### config.mk
export PLATFORM = sky130hd
export DESIGN_NAME = skew_feeder
export DESIGN_NICKNAME = d
export VERILOG_FILES = /design/src/rtl/skew_feeder.sv
export SDC_FILE = /design/constraint.sdc
export NUM_CORES = 2
export LEC_CHECK = 0
export ABC_CLOCK_PERIOD_IN_PS = 4900
export CAP_MARGIN = 0
export CORE_ASPECT_RATIO = 1.75
export CORE_MARGIN = 2
export CORE_UTILIZATION = 60
export DETAILED_ROUTE_END_ITERATION = 7
export PLACE_DENSITY = 0.81
export SLEW_MARGIN = 20
export SYNTH_ARGS = -nofsm -noshare
export SYNTH_HDL_FRONTEND = slang
export SYNTH_SLANG_ARGS = --single-unit
### constraint.sdc
create_clock -name i_clk -period 4.9 [get_ports i_clk]
set_clock_uncertainty 0.2 [all_clocks]
set_input_delay 0.98 -clock i_clk [delete_from_list [all_inputs] [get_ports i_clk]]
set_output_delay 0.98 -clock i_clk [all_outputs]
set_load 0.02 [all_outputs]
### src/rtl/skew_feeder.sv
// -----------------------------------------------------------------------------
// skew_feeder
//   Host-loadable operand feeder for an N-lane systolic array. An N x K operand
//   matrix is written through a simple write port. A start launches one pass
//   that streams K elements per lane. Lane i is delayed by i cycles, and
//   invalid slots are zero padded. In transpose mode lane i streams column i
//   instead of row i. This mode is only available when N == K. A global enable
//   freezes all state.
//
// Ports
//   i_clk         clock, rising edge
//   i_rst         synchronous active-high reset (buffer contents are kept)
//   i_en          advance enable, 0 = stall everything
//   i_start       begin a pass (accepted only when idle and i_en = 1)
//   i_mode        0 = row mode, 1 = transpose mode (sampled at accepted start)
//   i_wr_en       buffer write strobe (honoured only while not busy)
//   i_wr_addr     buffer write address, element A[r][c] lives at r*K + c
//   i_wr_data     buffer write data
//   o_busy        pass in progress
//   o_done        one-cycle pulse alongside the final valid element
//   o_dout        lane i data at bits [i*DW +: DW]
//   o_dout_valid  per-lane valid
// -----------------------------------------------------------------------------
module skew_feeder #(
   parameter int N  = 4,
   parameter int K  = 4,
   parameter int DW = 32,
   parameter int AW = ((N * K) > 1) ? $clog2(N * K) : 1
) (
   input  logic            i_clk,
   input  logic            i_rst,
   input  logic            i_en,
   input  logic            i_start,
   input  logic            i_mode,
   input  logic            i_wr_en,
   input  logic [AW-1:0]   i_wr_addr,
   input  logic [DW-1:0]   i_wr_data,
   output logic            o_busy,
   output logic            o_done,
   output logic [N*DW-1:0] o_dout,
   output logic [N-1:0]    o_dout_valid
);

   localparam int DEPTH = N * K;
   localparam int MAW   = (DEPTH > 1) ? $clog2(DEPTH) : 1;
   localparam int CW    = $clog2(K + 1);
   localparam int DCW   = (N > 2) ? $clog2(N - 1) : 1;
   localparam logic [AW:0] DEPTH_A = (AW + 1)'(DEPTH);
   localparam logic TRANSPOSE_OK = (N == K) ? 1'b1 : 1'b0;

   typedef enum logic [1:0] {
      S_IDLE   = 2'd0,
      S_STREAM = 2'd1,
      S_DRAIN  = 2'd2
   } state_t;

   // operand buffer (not reset)
   logic [DW-1:0]   r_mem [DEPTH];

   // sequencer state
   state_t          r_state;
   logic [CW-1:0]   r_k;
   logic [DCW-1:0]  r_drain;
   logic            r_mode;
   logic            r_busy;

   // output registers
   logic [N*DW-1:0] r_dout;
   logic [N-1:0]    r_dout_valid;
   logic            r_done;

   // lane-0 injection and per-lane taps of the skew pipeline
   logic            w_inj_valid;
   logic [CW-1:0]   w_inj_k;
   logic [N-1:0]    w_tap_valid;
   logic [CW-1:0]   w_tap_k [N];
   logic [MAW-1:0]  w_rd_addr [N];
   logic            w_last;
   logic            w_wr_ok;
   logic [MAW-1:0]  w_wr_idx;

   // Writes are blocked for the whole pass, including the busy tail cycle,
   // and addresses past the matrix are dropped.
   assign w_wr_ok  = i_wr_en && !r_busy && ({1'b0, i_wr_addr} < DEPTH_A);
   assign w_wr_idx = MAW'(i_wr_addr);

   // buffer write port, independent of the advance enable
   always_ff @(posedge i_clk) begin
      if (w_wr_ok) begin
         r_mem[w_wr_idx] <= i_wr_data;
      end
   end

   // Only the STREAM state injects valid slots; invalid slots carry k = 0.
   assign w_inj_valid    = (r_state == S_STREAM);
   assign w_inj_k        = (r_state == S_STREAM) ? r_k : {CW{1'b0}};
   assign w_tap_valid[0] = w_inj_valid;
   assign w_tap_k[0]     = w_inj_k;

   generate
      if (N > 1) begin : g_pipe
         logic [N-1:1]  r_pv;
         logic [CW-1:0] r_pk [1:N-1];

         // skew shift register: stage j delays the injected slot by j cycles
         always_ff @(posedge i_clk) begin
            if (i_rst) begin
               r_pv <= {(N-1){1'b0}};
               for (int j = 1; j < N; j++) begin
                  r_pk[j] <= {CW{1'b0}};
               end
            end else if (i_en) begin
               r_pv[1] <= w_inj_valid;
               r_pk[1] <= w_inj_k;
               for (int j = 2; j < N; j++) begin
                  r_pv[j] <= r_pv[j-1];
                  r_pk[j] <= r_pk[j-1];
               end
            end
         end

         for (genvar j = 1; j < N; j++) begin : g_tap
            assign w_tap_valid[j] = r_pv[j];
            assign w_tap_k[j]     = r_pk[j];
         end
      end
   endgenerate

   // The last element of a pass is step K-1 on the most delayed lane.
   assign w_last = w_tap_valid[N-1] && (w_tap_k[N-1] == CW'(K - 1));

   // per-lane read address: row i element k, or column i element k in transpose mode
   always_comb begin
      for (int i = 0; i < N; i++) begin
         if (r_mode) begin
            w_rd_addr[i] = MAW'(32'(w_tap_k[i]) * K + i);
         end else begin
            w_rd_addr[i] = MAW'(i * K + 32'(w_tap_k[i]));
         end
      end
   end

   // pass sequencer: IDLE -> STREAM (K slots) -> DRAIN (N-1 slots) -> IDLE
   always_ff @(posedge i_clk) begin
      if (i_rst) begin
         r_state <= S_IDLE;
         r_k     <= {CW{1'b0}};
         r_drain <= {DCW{1'b0}};
         r_mode  <= 1'b0;
         r_busy  <= 1'b0;
      end else if (i_en) begin
         case (r_state)
            S_IDLE: begin
               // busy stays high for one idle cycle after the last element,
               // which also keeps writes and restarts out of that cycle
               if (i_start && !r_busy) begin
                  r_state <= S_STREAM;
                  r_k     <= {CW{1'b0}};
                  r_mode  <= TRANSPOSE_OK & i_mode;
                  r_busy  <= 1'b1;
               end else begin
                  r_busy  <= 1'b0;
               end
            end
            S_STREAM: begin
               if (r_k == CW'(K - 1)) begin
                  r_k     <= {CW{1'b0}};
                  r_drain <= {DCW{1'b0}};
                  r_state <= (N == 1) ? S_IDLE : S_DRAIN;
               end else begin
                  r_k     <= r_k + CW'(1);
               end
            end
            S_DRAIN: begin
               if (r_drain == DCW'(N - 2)) begin
                  r_state <= S_IDLE;
               end else begin
                  r_drain <= r_drain + DCW'(1);
               end
            end
            default: begin
               r_state <= S_IDLE;
               r_busy  <= 1'b0;
            end
         endcase
      end
   end

   // registered lane outputs with zero padding outside valid slots
   always_ff @(posedge i_clk) begin
      if (i_rst) begin
         r_dout       <= {(N*DW){1'b0}};
         r_dout_valid <= {N{1'b0}};
         r_done       <= 1'b0;
      end else if (i_en) begin
         for (int i = 0; i < N; i++) begin
            r_dout[i*DW +: DW] <= w_tap_valid[i] ? r_mem[w_rd_addr[i]] : {DW{1'b0}};
         end
         r_dout_valid <= w_tap_valid;
         r_done       <= w_last;
      end
   end

   assign o_busy       = r_busy;
   assign o_done       = r_done;
   assign o_dout       = r_dout;
   assign o_dout_valid = r_dout_valid;

endmodule

==> metrics <==
final period utilization 71.57%; total grt overflow 0; CTS Hold Bufs 0; DRC errors left 38; Syn Nets 3,020; Worst Hold Path Cells 2; register area share after synthesis 54.65%; RSZ-0062 raised after global routing no; core area 0.05597 mm^2; FFs w/ async S/R, synth 0%; PortBufs 175; DR top layer met5; post-layout net count 3,080; Setup TNS 0 ns; CP Capture Type flop; Crit Path Category flop to flop; initial antenna violation count 2; PwrDens 332.4 mW/mm^2; Met1 Routed Length 40,630 um; All-Layer GR Usage 45.93%; crit path launch r_mode; Clock power frac 41.3%; Post-synth top flop edfxtp_1; Register-to-Register Setup Slack 1.39 ns; number of synthesized flops with an enable pin 521; clk buf depth 3; Arrival @ worst endpoint 3.80 ns; cells on worst reg2reg path 6; Pint 9.581 mW; Slew HR 19.24%; CTS clk-pin slew, worst paths 0.07 ns; post-cts gate resize count 0; Logic pwr share 10.0%; worst hold path class flop to flop; sequential share of power 48.6%; CTS tree yes; via/cell ratio 7.781; WL per Instance 35.74 um; dpl cells 3,675; Sw Share 24.98%; failing checks DRC; worst vdd ir 289.8 uV; drt initial violations 5,381; Layout Cells excl Fill 3,787; fin. max-slew vios 0; Distinct cells, synth 69; first drt pass iteration count 8; Clock Latency Late Sink 0.64 ns; die area 0.05837 mm^2; CP endpoint o_dout[22]; IO Pins 176; cts bufs inserted 58; Avg Inst Size Synth 11.38 um^2; H-tree depth 2; synthesized flop and latch total 663; final setup vio count 0; largest area contributor in the netlist edfxtp_1; Starting Density 60.44%; worst r2r dst o_dout[22]; Clock Tree Root clkbuf_16; via count 29,468; GPL Wtd Cong 0.9760; FF-to-FF Start r_mode; metal3 WL 19,390 um; Slew @ Worst Pin 1.207 ns; outcome finished with violations; row cnt 115; Lkg Pwr 12.21 nW; largest cells by area after synthesis edfxtp_1, dfxtp_1, mux2i_1; layout cells sized above 1 13.60%; Ys Warns 0; post-DP HPWL 79,870 um; Final Hold Fails 0; # Max-Cap Violations 0; first-pass GRT wire length 193,600 um; vias in the first global route 29,054; post-synth top area share 46.25%; area of the mapped netlist 0.03383 mm^2; P_sw 3.191 mW; largest net degree at the start of global routing 117; die width 183.5 um; Antenna Violating Nets Remaining 0; Area Overhead vs Synth 13.58%; Synth Instances 2,973; Worst Setup Start Kind flop; Worst Path Max Fanout 55; die height 318.1 um; CP required 5.19 ns; post-CTS setup buffers 0; Final min period 3.507 ns; Max Clock Freq 285.1 MHz; drt total wl 135,300 um; Met2 Routed Length 60,360 um; clock sink count 663
[worst min path at each step]
stage | from | end
after floorplan | r_drain[1] | r_drain[1]
after global placement | o_dout[67] | o_dout[67]
after detailed placement | o_dout[67] | o_dout[67]
after CTS | o_dout[67] | o_dout[67]
after global routing | o_dout[86] | o_dout[86]
final | o_dout[67] | o_dout[67]
[final cells by class]
class / instances / area (um^2)
Sequential cell: 663 / 18500
Clock buffer: 66 / 1575
Timing Repair Buffer: 273 / 2643
Multi-Input combinational cell: 1994 / 14060
Clock inverter: 43 / 605.6
Fill cell: 3965 / 17550
Inverter: 43 / 161.4
Antenna cell: 3 / 7.507
Tap cell: 702 / 878.3
[layout by cell type (no fill, tap or decap), types with 31 or more instances in the layout]
master	Yosys	layout
clkdlybuf4s50_1	0	173
o21ai_0	104	104
mux2i_1	200	200
o211ai_1	89	89
nand3_1	94	94
or3_1	33	33
clkbuf_16	0	61
mux4_2	51	51
dfxtp_1	142	139
or2_2	31	32
nand2_1	241	239
a22oi_1	47	47
nand2b_1	111	109
a21oi_1	250	250
inv_1	43	43
o221ai_1	40	40
nor2_1	199	180
a32oi_1	33	33
nor2b_1	37	33
edfxtp_1	521	521
buf_4	24	86
o21ai_1	38	38
o2bb2ai_1	31	31
a211oi_1	46	46
a31oi_1	50	50
[logic make-up after synthesis]
| family | Yosys count | synth area share [%] |
|---|---|---|
| buffers and inverters | 316 | 4.457 |
| AO/OA/AOI/OAI | 922 | 19.63 |
| adder cells (fa/ha/maj) | 5 | 0.1849 |
| multiplexers | 267 | 9.864 |
| flip-flops | 663 | 54.65 |
| AND/OR/NAND/NOR | 800 | 11.21 |
[stage by stage]
step | worst slack [ns] | instance area (um^2) | hold WS, ns | utilization (%) | power [mW]
after detailed placement | 1.352 | 36230 | 0.2383 | 64.73 | 7.540
after CTS | 1.587 | 38410 | 0.2492 | 68.63 | 12.67
final | 1.393 | 38420 | 0.2485 | 68.65 | 12.77
after global routing | 1.427 | 38420 | 0.2675 | 68.63 | 12.97
after global placement | 1.381 | 36210 | 0.2322 | 64.70 | 7.505
after floorplan | 0.6145 | 33830 | 0.2490 | - | 7.036
[metal layers]
metal,up-vias,global-route usage [%]
met2,3066,69.76
met3,988,13.61
met1,13837,52.61
met4,2,40.02
met5,-,0
li1,11575,-
[critical path: stages (launching register included)]
cell and delay, ns:
dfxtp_4 0.86, buf_4 0.71, and3_2 0.29, buf_4 0.75, a21oi_1 0.19, a21oi_1 0.21, a31oi_1 0.08
[synthesized netlist by cell type, types with 4 or more instances]
master,number
and2_1,11
inv_1,43
a21oi_1,250
edfxtp_1,521
a221oi_1,14
nand3_1,94
a211oi_1,46
mux4_2,51
buf_6,11
a22oi_1,47
o21ai_0,104
o221ai_2,7
a2111oi_1,4
buf_2,103
a22o_1,15
o2bb2ai_1,31
nand2b_1,111
o21ai_1,38
or2_2,31
o21bai_1,26
a222oi_1,26
a211oi_2,26
and3_1,14
a221oi_2,12
buf_1,17
o211ai_1,89
a2111oi_2,27
o221ai_1,40
or3_1,33
nor2_1,199
nor2b_1,37
dfxtp_1,142
ha_1,5
o22ai_1,8
nor3_1,11
nand2_1,241
mux2_2,14
a32oi_1,33
buf_4,24
clkbuf_1,116
o2111ai_1,10
nand4_1,5
a32o_1,6
a31oi_1,50
mux2i_1,200
[power groups by stage]
| stage | logic [mW] | registers [mW] | clock network (mW) |
|---|---|---|---|
| after floorplan | 0.738 | 6.30 | 0 |
| after global placement | 1.18 | 6.33 | 0 |
| after detailed placement | 1.21 | 6.33 | 0 |
| after CTS | 1.22 | 6.21 | 5.24 |
| after global routing | 1.31 | 6.21 | 5.45 |
| final | 1.28 | 6.21 | 5.28 |
[state kept, by name (all words and copies together), names as in the netlist, 2 cells and up]
signal / cells
g_pipe.r_pk: 9
g_pipe.r_pv: 2
o_dout: 128
o_dout_valid: 2
r_drain: 2
r_k: 3
r_mem: 512
r_state: 2
Power figures use the tool's default switching activity.
